<file path="src/rtl/AluCtrlSig_pkg.sv">
// Shared ALU control constants, stimulus FSM state type and
// encode/LFSR helpers used by the instruction stimulus generator.
package AluCtrlSig_pkg;

    localparam logic [5:0] ADD_op  = 6'd0;
    localparam logic [5:0] ADDI_op = 6'd8;

    localparam logic [5:0] FUNCT_ADD = 6'd2;
    localparam logic [5:0] FUNCT_SUB = 6'd6;
    localparam logic [5:0] FUNCT_AND = 6'd0;
    localparam logic [5:0] FUNCT_OR  = 6'd1;
    localparam logic [5:0] FUNCT_NOR = 6'd12;
    localparam logic [5:0] FUNCT_SLT = 6'd7;
    localparam logic [5:0] FUNCT_XOR = 6'd13;

    // Packed: element [0] is the rightmost entry.
    localparam logic [7:0][5:0] FUNCT_TBL = {
        FUNCT_ADD, FUNCT_XOR, FUNCT_SLT, FUNCT_NOR,
        FUNCT_OR,  FUNCT_AND, FUNCT_SUB, FUNCT_ADD
    };

    localparam logic [31:0] LFSR_TAPS = 32'h8020_0003;

    typedef enum logic [2:0] {
        ST_IDLE,
        ST_ISSUE,
        ST_WAIT,
        ST_GAP,
        ST_DONE
    } stim_state_e;

    function automatic logic [31:0] lfsr_next(input logic [31:0] s);
        return s[0] ? ((s >> 1) ^ LFSR_TAPS) : (s >> 1);
    endfunction

    function automatic logic [31:0] encode_inst(input logic [31:0] s);
        logic [4:0] rd;
        logic [4:0] rt;
        rd = (s[15:11] == 5'd0) ? 5'd1 : s[15:11];
        rt = (s[20:16] == 5'd0) ? 5'd1 : s[20:16];
        if (!s[31])
            return {ADD_op, s[25:21], s[20:16], rd, 5'd0, FUNCT_TBL[s[2:0]]};
        return {ADDI_op, s[25:21], rt, s[15:0]};
    endfunction

    function automatic logic [15:0] sat_inc(input logic [15:0] v);
        return (v == 16'hFFFF) ? v : v + 16'd1;
    endfunction

endpackage

</file>
<file path="src/rtl/lfsr32_galois.sv">
// 32-bit right-shifting Galois LFSR with seed load (zero seed maps to 1)
// and an advance enable; reusable by other random-stimulus blocks.
module lfsr32_galois
    import AluCtrlSig_pkg::*;
(
    input  logic        clk,
    input  logic        rst,
    input  logic        load,
    input  logic [31:0] seed,
    input  logic        adv,
    output logic [31:0] state
);

    logic [31:0] state_q;
    logic [31:0] state_d;

    always_comb begin
        state_d = state_q;
        if (load)
            state_d = (seed == 32'd0) ? 32'd1 : seed;
        else if (adv)
            state_d = lfsr_next(state_q);
    end

    always_ff @(posedge clk or posedge rst) begin
        if (rst)
            state_q <= 32'd1;
        else
            state_q <= state_d;
    end

    assign state = state_q;

endmodule

</file>
<file path="src/rtl/inst_stim_gen.sv">
// Issues pseudo-random R-type/ADDI instructions with a pcEn strobe,
// waits for OpDone or a timeout, and tallies pass/fail/issued counts.
module inst_stim_gen
    import AluCtrlSig_pkg::*;
#(
    parameter int NUM_INST = 16,
    parameter int TIMEOUT  = 8,
    parameter int GAP      = 2
) (
    input  logic        clk,
    input  logic        rst,
    input  logic        start,
    input  logic [31:0] seed,
    input  logic        OpDone,
    output logic [31:0] inst,
    output logic        pcEn,
    output logic        busy,
    output logic        done,
    output logic [15:0] pass_cnt,
    output logic [15:0] fail_cnt,
    output logic [15:0] issued_cnt
);

    stim_state_e state_q, state_d;
    logic [15:0] cnt_q, cnt_d;
    logic [15:0] pass_q, pass_d;
    logic [15:0] fail_q, fail_d;
    logic [15:0] issued_q, issued_d;
    logic [31:0] inst_q, inst_d;
    logic        pcen_q, pcen_d;
    logic        busy_q, busy_d;
    logic        done_q, done_d;
    logic        lfsr_load;
    logic        lfsr_adv;
    logic [31:0] lfsr_state;

    lfsr32_galois u_lfsr (
        .clk   (clk),
        .rst   (rst),
        .load  (lfsr_load),
        .seed  (seed),
        .adv   (lfsr_adv),
        .state (lfsr_state)
    );

    always_comb begin
        state_d   = state_q;
        cnt_d     = cnt_q;
        pass_d    = pass_q;
        fail_d    = fail_q;
        issued_d  = issued_q;
        inst_d    = inst_q;
        lfsr_load = 1'b0;
        lfsr_adv  = 1'b0;
        unique case (state_q)
            ST_IDLE, ST_DONE: begin
                if (start) begin
                    lfsr_load = 1'b1;
                    pass_d    = 16'd0;
                    fail_d    = 16'd0;
                    issued_d  = 16'd1;
                    // The LFSR loads on this edge, so encode straight from the seed.
                    inst_d    = encode_inst((seed == 32'd0) ? 32'd1 : seed);
                    state_d   = ST_ISSUE;
                end
            end
            ST_ISSUE: begin
                lfsr_adv = 1'b1;
                cnt_d    = 16'd0;
                state_d  = ST_WAIT;
            end
            ST_WAIT: begin
                if (OpDone) begin
                    pass_d  = sat_inc(pass_q);
                    cnt_d   = 16'd0;
                    state_d = ST_GAP;
                end else if (cnt_q == 16'(TIMEOUT - 1)) begin
                    fail_d  = sat_inc(fail_q);
                    cnt_d   = 16'd0;
                    state_d = ST_GAP;
                end else begin
                    cnt_d = cnt_q + 16'd1;
                end
            end
            ST_GAP: begin
                if (cnt_q == 16'(GAP - 1)) begin
                    if (issued_q == 16'(NUM_INST)) begin
                        state_d = ST_DONE;
                    end else begin
                        issued_d = sat_inc(issued_q);
                        inst_d   = encode_inst(lfsr_state);
                        state_d  = ST_ISSUE;
                    end
                end else begin
                    cnt_d = cnt_q + 16'd1;
                end
            end
            default: state_d = ST_IDLE;
        endcase
        pcen_d = (state_d == ST_ISSUE);
        busy_d = (state_d == ST_ISSUE) || (state_d == ST_WAIT) ||
                 (state_d == ST_GAP);
        done_d = (state_d == ST_DONE);
    end

    always_ff @(posedge clk or posedge rst) begin
        if (rst) begin
            state_q  <= ST_IDLE;
            cnt_q    <= 16'd0;
            pass_q   <= 16'd0;
            fail_q   <= 16'd0;
            issued_q <= 16'd0;
            inst_q   <= 32'd0;
            pcen_q   <= 1'b0;
            busy_q   <= 1'b0;
            done_q   <= 1'b0;
        end else begin
            state_q  <= state_d;
            cnt_q    <= cnt_d;
            pass_q   <= pass_d;
            fail_q   <= fail_d;
            issued_q <= issued_d;
            inst_q   <= inst_d;
            pcen_q   <= pcen_d;
            busy_q   <= busy_d;
            done_q   <= done_d;
        end
    end

    assign inst       = inst_q;
    assign pcEn       = pcen_q;
    assign busy       = busy_q;
    assign done       = done_q;
    assign pass_cnt   = pass_q;
    assign fail_cnt   = fail_q;
    assign issued_cnt = issued_q;

endmodule

</file>
<file path="config.mk">
export PLATFORM = sky130hd
export DESIGN_NAME = inst_stim_gen
export DESIGN_NICKNAME = d
export VERILOG_FILES = /design/src/rtl/AluCtrlSig_pkg.sv /design/src/rtl/lfsr32_galois.sv /design/src/rtl/inst_stim_gen.sv
export SDC_FILE = /design/constraint.sdc
export NUM_CORES = 1
export LEC_CHECK = 0
export ABC_AREA = 1
export CAP_MARGIN = 25
export CORE_ASPECT_RATIO = 0.7
export CORE_UTILIZATION = 47
export CTS_CLUSTER_DIAMETER = 80
export CTS_CLUSTER_SIZE = 24
export DETAILED_ROUTE_END_ITERATION = 16
export GPL_TIMING_DRIVEN = 0
export MAX_ROUTING_LAYER = met4
export PLACE_DENSITY_LB_ADDON = 0.2
export SLEW_MARGIN = 30
export SYNTH_ARGS = -nofsm -noshare
export SYNTH_HDL_FRONTEND = slang
export SYNTH_SLANG_ARGS = --single-unit
</file>
<file path="constraint.sdc">
create_clock -name clk -period 13.1 [get_ports clk]
set_input_delay 3.275 -clock clk [delete_from_list [all_inputs] [get_ports clk]]
set_output_delay 3.275 -clock clk [all_outputs]
set_load 0.02 [all_outputs]
</file>
======== Yosys cells after proc, flatten, opt, wreduce, memory -nomap -nowiden ========
Memories as Yosys holds them, arrays and structs flattened.
Cells that the tools add are included.
storage, ports and cells
  bits in registers ....................... 134
  bits in latches ......................... 0
  memory bits (writable) .................. 0
  bits in read-only memories .............. 96
  input port bits ......................... 36
  output and inout bits ................... 83
  word-level logic and storage cells ...... 112
  memories ................................ 2
memory list
  memory            words  bits a word  read ports  clocked after memory_dff  wr ports  line                  source
  (name not given)  8      6            1           0                         0         AluCtrlSig_pkg.sv:42  return {ADD_op, s[25:21], s[20:16], rd, 5'd0, FUNCT_TBL[s[2:0]]};
  (name not given)  8      6            1           0                         0         AluCtrlSig_pkg.sv:42
operators by class
  $add $sub $neg .......................... 4
  multipliers ............................. 0
  div/mod/pow operators ................... 0
  magnitude comparators ................... 2
  equal/unequal tests ..................... 24
  shifts and indexed selects .............. 0
  muxes and demuxes ....................... 51
  bitwise logic cells ..................... 1
  reduce and logical (&&, ||, !) cells .... 18
operators with widths
  kind                   number
  $mux 32                11
  $mux 16                13
  $pmux 16 s2            3
  $add 16x1->16 const B  4
  $pmux 32 s2            1
  $eq 16x16->1 const B   3
  $pmux 16 s3            1
  $logic_not 32->1       1
  $logic_not 5->1        4
  $mux 5                 4
  $ne 2x2->1 const B     10
  $eq 16x1->1 const B    1
  $eq 16x3->1 const B    1
  $eq 16x5->1 const B    1
  $mux 3                 5
  $eq 3x2->1 const B     4
  $mux 6                 2
  $pmux 3 s4             1
  $mux 1                 10
  $reduce_and 5->1       2
  $lt 3x4->1 const B     2
  $reduce_and 4->1       2
  $eq 3x1->1 const B     2
  $eq 3x3->1 const B     2
  7 further kinds        10

======== Longest topological paths before layout ========
Gate-level depths: netlist (run 1).
  depth in word-level cells ............... 8
  depth in mapped cells ................... 13
  depth with buffers taken out ............ 11

======== By module ========
From an unflattened synthesis (run 1), not the netlist that was laid out.
unflattened totals
  cell total of the unflattened synthesis .. 1071
  area total of the unflattened synthesis .. 7781.2 µm²
by module, submodules not included
  module         times used  cells each  area each (µm²)
  inst_stim_gen  1           857         6130.9
  lfsr32_galois  1           214         1650.3

======== Worst setup path before layout (run 1) ========
OpenSTA, ideal clock, no wires.
  kind .................................... input to register
  from .................................... input seed[13]
  to ...................................... register inst_q[0], in the netlist inst[0]
  data arrival time ....................... 4394 ps
  slack ................................... 8582 ps
  cell stages on the path ................. 10
  cells stage by stage .................... nor2_1 -> nand3_1 -> nor2_1 -> nand2_1 -> o21ai_0 -> ha_1 -> nand2_1 -> nand3_1 -> o211ai_1 -> a21oi_1
between the ends
  word-level cells in the longest chain between the ends .. 8
  elaborated cells on any way between the ends .. 11
ends and longest elaborated chain
  what                                                    line                                       source
  start: declaration                                      inst_stim_gen.sv:13                        input logic [31:0] seed,
  $logic_not 32->1 *                                      inst_stim_gen.sv:63                        inst_d = encode_inst((seed == 32'd0) ? 32'd1 : seed);
  $mux 32 *                                               inst_stim_gen.sv:63
  $mem_v2 8x6 or $mux 1 (tied branches)                   n/a
  $mux 6 (implied by the code) or $mux 1 (tied branches)  AluCtrlSig_pkg.sv:42, inst_stim_gen.sv:57
  $mux 32 or $mux 1 (tied branches)                       AluCtrlSig_pkg.sv:41, inst_stim_gen.sv:55
  $mux 32 *                                               AluCtrlSig_pkg.sv:43                       return {ADDI_op, s[25:21], rt, s[15:0]};
  $mux 32 *                                               inst_stim_gen.sv:57                        if (start) begin
  $pmux 32 s2 *                                           inst_stim_gen.sv:55                        unique case (state_q)
  end signal: assignment                                  inst_stim_gen.sv:123                       inst_q <= inst_d;
  end: declaration                                        inst_stim_gen.sv:29                        logic [31:0] inst_q, inst_d;
Every way passes the cells marked *; elsewhere a longest branch is shown, timed or not. The select of a mux whose other input is x is not followed.
A chain may end at the register's enable or synchronous reset.

======== Worst setup path in the final report (run 1) ========
  from .................................... register issued_q[12], in the netlist issued_cnt[12]
  to ...................................... output issued_cnt[12]
RTL lines
  what                      line                  source
  start: declaration        inst_stim_gen.sv:28   logic [15:0] issued_q, issued_d;
  start signal: assignment  inst_stim_gen.sv:122  issued_q <= issued_d;
  end: declaration          inst_stim_gen.sv:21   output logic [15:0] issued_cnt
No word-level cell between the ends.

==> results of run 1 <==
[per-stage QoR]
stage	utilization [%]	power, mW	cells	setup WS, ns	cell area, sq um
5_1_grt	60.8	2.27	1463	7.98	9970
6_report	60.8	2.14	1463	8.16	9970
3_5_place_dp	57.1	1.62	1432	7.75	9370
4_1_cts	60.8	2.13	1463	8.19	9970
2_1_floorplan	-	1.28	1093	6.39	7920
3_3_place_gp	56.9	1.61	1431	4.43	9330
[cell families (layout without fill, tap and decap cells)]
| kind of cell | count (synthesis) | in the layout | share of synthesized area (%) |
|---|---|---|---|
| buf+inv | 148 | 293 | 8.39 |
| compound gates | 138 | 138 | 10.7 |
| simple gates | 631 | 631 | 34.9 |
| flops | 129 | 129 | 40.8 |
| other cells | 1 | 5 | 0.0474 |
| fa+ha+maj | 9 | 9 | 1.42 |
| xor+xnor | 33 | 33 | 3.66 |
[registers in the layout, summed over array words and instances (netlist names)]
name	count
fail_cnt	16
busy	1
done	1
inst	27
cnt_q	16
state_q	3
u_lfsr.state	32
issued_cnt	16
pcEn	1
pass_cnt	16
[routing by layer]
metal | up-vias | part of all wire [%]
met5 | - | 0
li1 | 3870 | -
met4 | 0 | 1.9
met3 | 36 | 9.2
met1 | 3728 | 48
met2 | 373 | 41
[power by group]
group	leakage, nW	switching, mW	internal (mW)
clock	0.278	0.191	0.304
combinational	2.54	0.656	0.363
sequential	1.67	0.0935	0.528
total	4.49	0.941	1.20
[final timing paths]
check                                    start               to  slack, ns  cells past startpoint
worst max-delay path            issued_cnt[12]   issued_cnt[12]       8.16                      1
worst min-delay path                  inst[22]         inst[22]       0.48                      2
worst max register to register   issued_cnt[0]         inst[21]      11.05                     12
worst min register to register        inst[22]         inst[22]       0.48                      2
max in group asynchronous                  rst  u_lfsr.state[0]       9.12                      3
min in group asynchronous                  rst      pass_cnt[0]       3.24                      2
[final cells by class]
| class | count | area [sq um] | area share, % |
|---|---|---|---|
| sequential | 129 | 3230 | 32.4 |
| inverter | 97 | 378 | 3.79 |
| clock buffer | 19 | 443 | 4.44 |
| timing repair buffer | 114 | 1160 | 11.6 |
| buffer | 51 | 293 | 2.94 |
| multi-input combinational | 816 | 4030 | 40.4 |
| clock inverter | 12 | 159 | 1.59 |
| tap | 225 | 282 | 2.82 |
[placed cells by master (no fill, tap or decap), types with 6 or more instances in the layout]
master,n
buf_4,13
o2111ai_1,7
nor2_1,155
inv_1,93
clkbuf_16,17
o221ai_1,7
buf_2,15
nor3_1,18
o21ai_1,8
nand2_1,284
a21oi_1,12
xnor2_1,10
dfrtp_1,128
nand4_1,30
xor2_1,23
nand2_2,7
o211ai_1,20
nor3b_1,6
clkbuf_1,14
clkdlybuf4s50_1,113
o21ai_0,56
o22ai_1,17
ha_1,9
nand3_1,110
==> impl_metrics.yaml, run 1 <==
cts:
  ctsResizeCount: 0
  hold_buffers: 0
  clk_latency_ns: 0.43
  post_cts.repair.setup_buffers: 0
  clkTransAtPathRegs_ns: 0.06
  ctsHtreeMaxLevel: 4
  cts.sinks: 129
  root_buffer: "clkbuf_16"
  cts_tree: "done"
  cts.path.max_buffers: 2
  cts_buffers: 17
logic_synthesis:
  synthArstFlopShare_pct: 100
  synthTopCellsByArea: "dfrtp_1 (41%), nand2_1 (13%), nor2_1 (7.4%)"
  ys.warnings.count: 0
  synth_largest_area_cell: "dfrtp_1"
  synth-edff-count: 0
  synth-main-ff-cell: "dfrtp_1"
  synth.avg_cell_area_sq_um: 7.26
  netlist_area_sq_mm: 0.00791
  synth_top_area_share_pct: 40.5
  ys_top_cells_by_count: "nand2_1 (284), nor2_1 (155), dfrtp_1 (128)"
  synth_most_common_cell: "nand2_1"
  synth-seq-cells: 129
  synthCells: 1089
  ys_seq_area_share_pct: 40.8
  synthDistinctLibCells: 45
floorplanning:
  core.rowCount: 39
  core_area_sq_mm: 0.0164
  fp.dieW_um: 157
  chipHeight_um: 111
  num_io_pins: 119
  dieArea_sq_mm: 0.0174
  initial_utilization_pct: 48.2
sta:
  setup_tns_ns: 0
  hold_viol: 0
  hold_slack_ns: 0.478
  max_freq_ghz: 0.202
  fin_skew_ns: 0.00882
  min_period_ns: 4.94
  rsz0062_at_grt: "no"
  post-route-period-util_pct: 37.7
  maxSlewHeadroom_pct: 51.6
  setup_viol: 0
  final_max_slew_viol_count: 0
  tightest_slew_ns: 0.726
finish:
  num-nets-final: 1271
  antenna_cells: 0
  fill_cells: 1546
  drive_above_1_share_pct: 7.59
  syn_to_final_growth_pct: 26.1
global_route:
  first_global_vias: 7257
  grtUsageMet2_pct: 38.6
  use_met1_pct: 42.2
  overflow: 0
  use_met3_pct: 6.87
  antenna_found_initial: 0
  grt_usage_pct: 28.6
  top_usage_layer: "met1"
  grt_pass1_wl_um: 37700
  grt_max_degree: 82
placed_design:
  place.gp.congestion: 0.949
  numPortBuffers: 113
  dp_hpwl_um: 16700
worst_setup_path:
  critPathMaxFanout: 8
  worstSetupStartpointType: "flip-flop"
  path_buf_inv: 1
  critical_path.cell_chain: "clkdlybuf4s50_1"
  crit_type: "reg2out"
  cp_top_family: "buffers and inverters"
  slowest_delay_ns: 0.69
  arrival_ns: 1.66
  slowest_stage: "clkdlybuf4s50_1"
  required_ns: 9.82
  worst_setup_path_end_kind: "output pin"
routing:
  vias: 8007
  post-route-drc-count: 0
  routed_wl_um: 23000
  antenna_left: 0
  avgRoutedWirePerCell_um: 15.7
  vias_per_cell: 5.47
  first_pass_iters: 6
  drtIter0Drc: 770
power_and_ir_drop:
  ir_drop_mv: 0.112
  power_density_mw_per_mm2: 214
  p_leak_nw: 4.49
job:
  drv_cap: 0
worst_hold_path:
  hold_class: "reg2reg"
outcome:
  status: "completed"
Note: power is estimated with default switching activity, not from simulation.
==> run 2: changes to the inputs <==
- clock period: 13.1 -> 5 ns (I/O delays scaled with it)
==> results of run 2 <==
The final DEF is identical to that of run 1. Status: completed.
Among the figures that moved: setup slack after placement 7.75 ns -> 1.68 ns; setup slack after layout 8.16 ns -> 2.09 ns; register-to-register setup slack 11.05 ns -> 2.95 ns; total power 2.14 mW -> 5.60 mW; worst IR drop on VDD 0.112 mV -> 0.294 mV
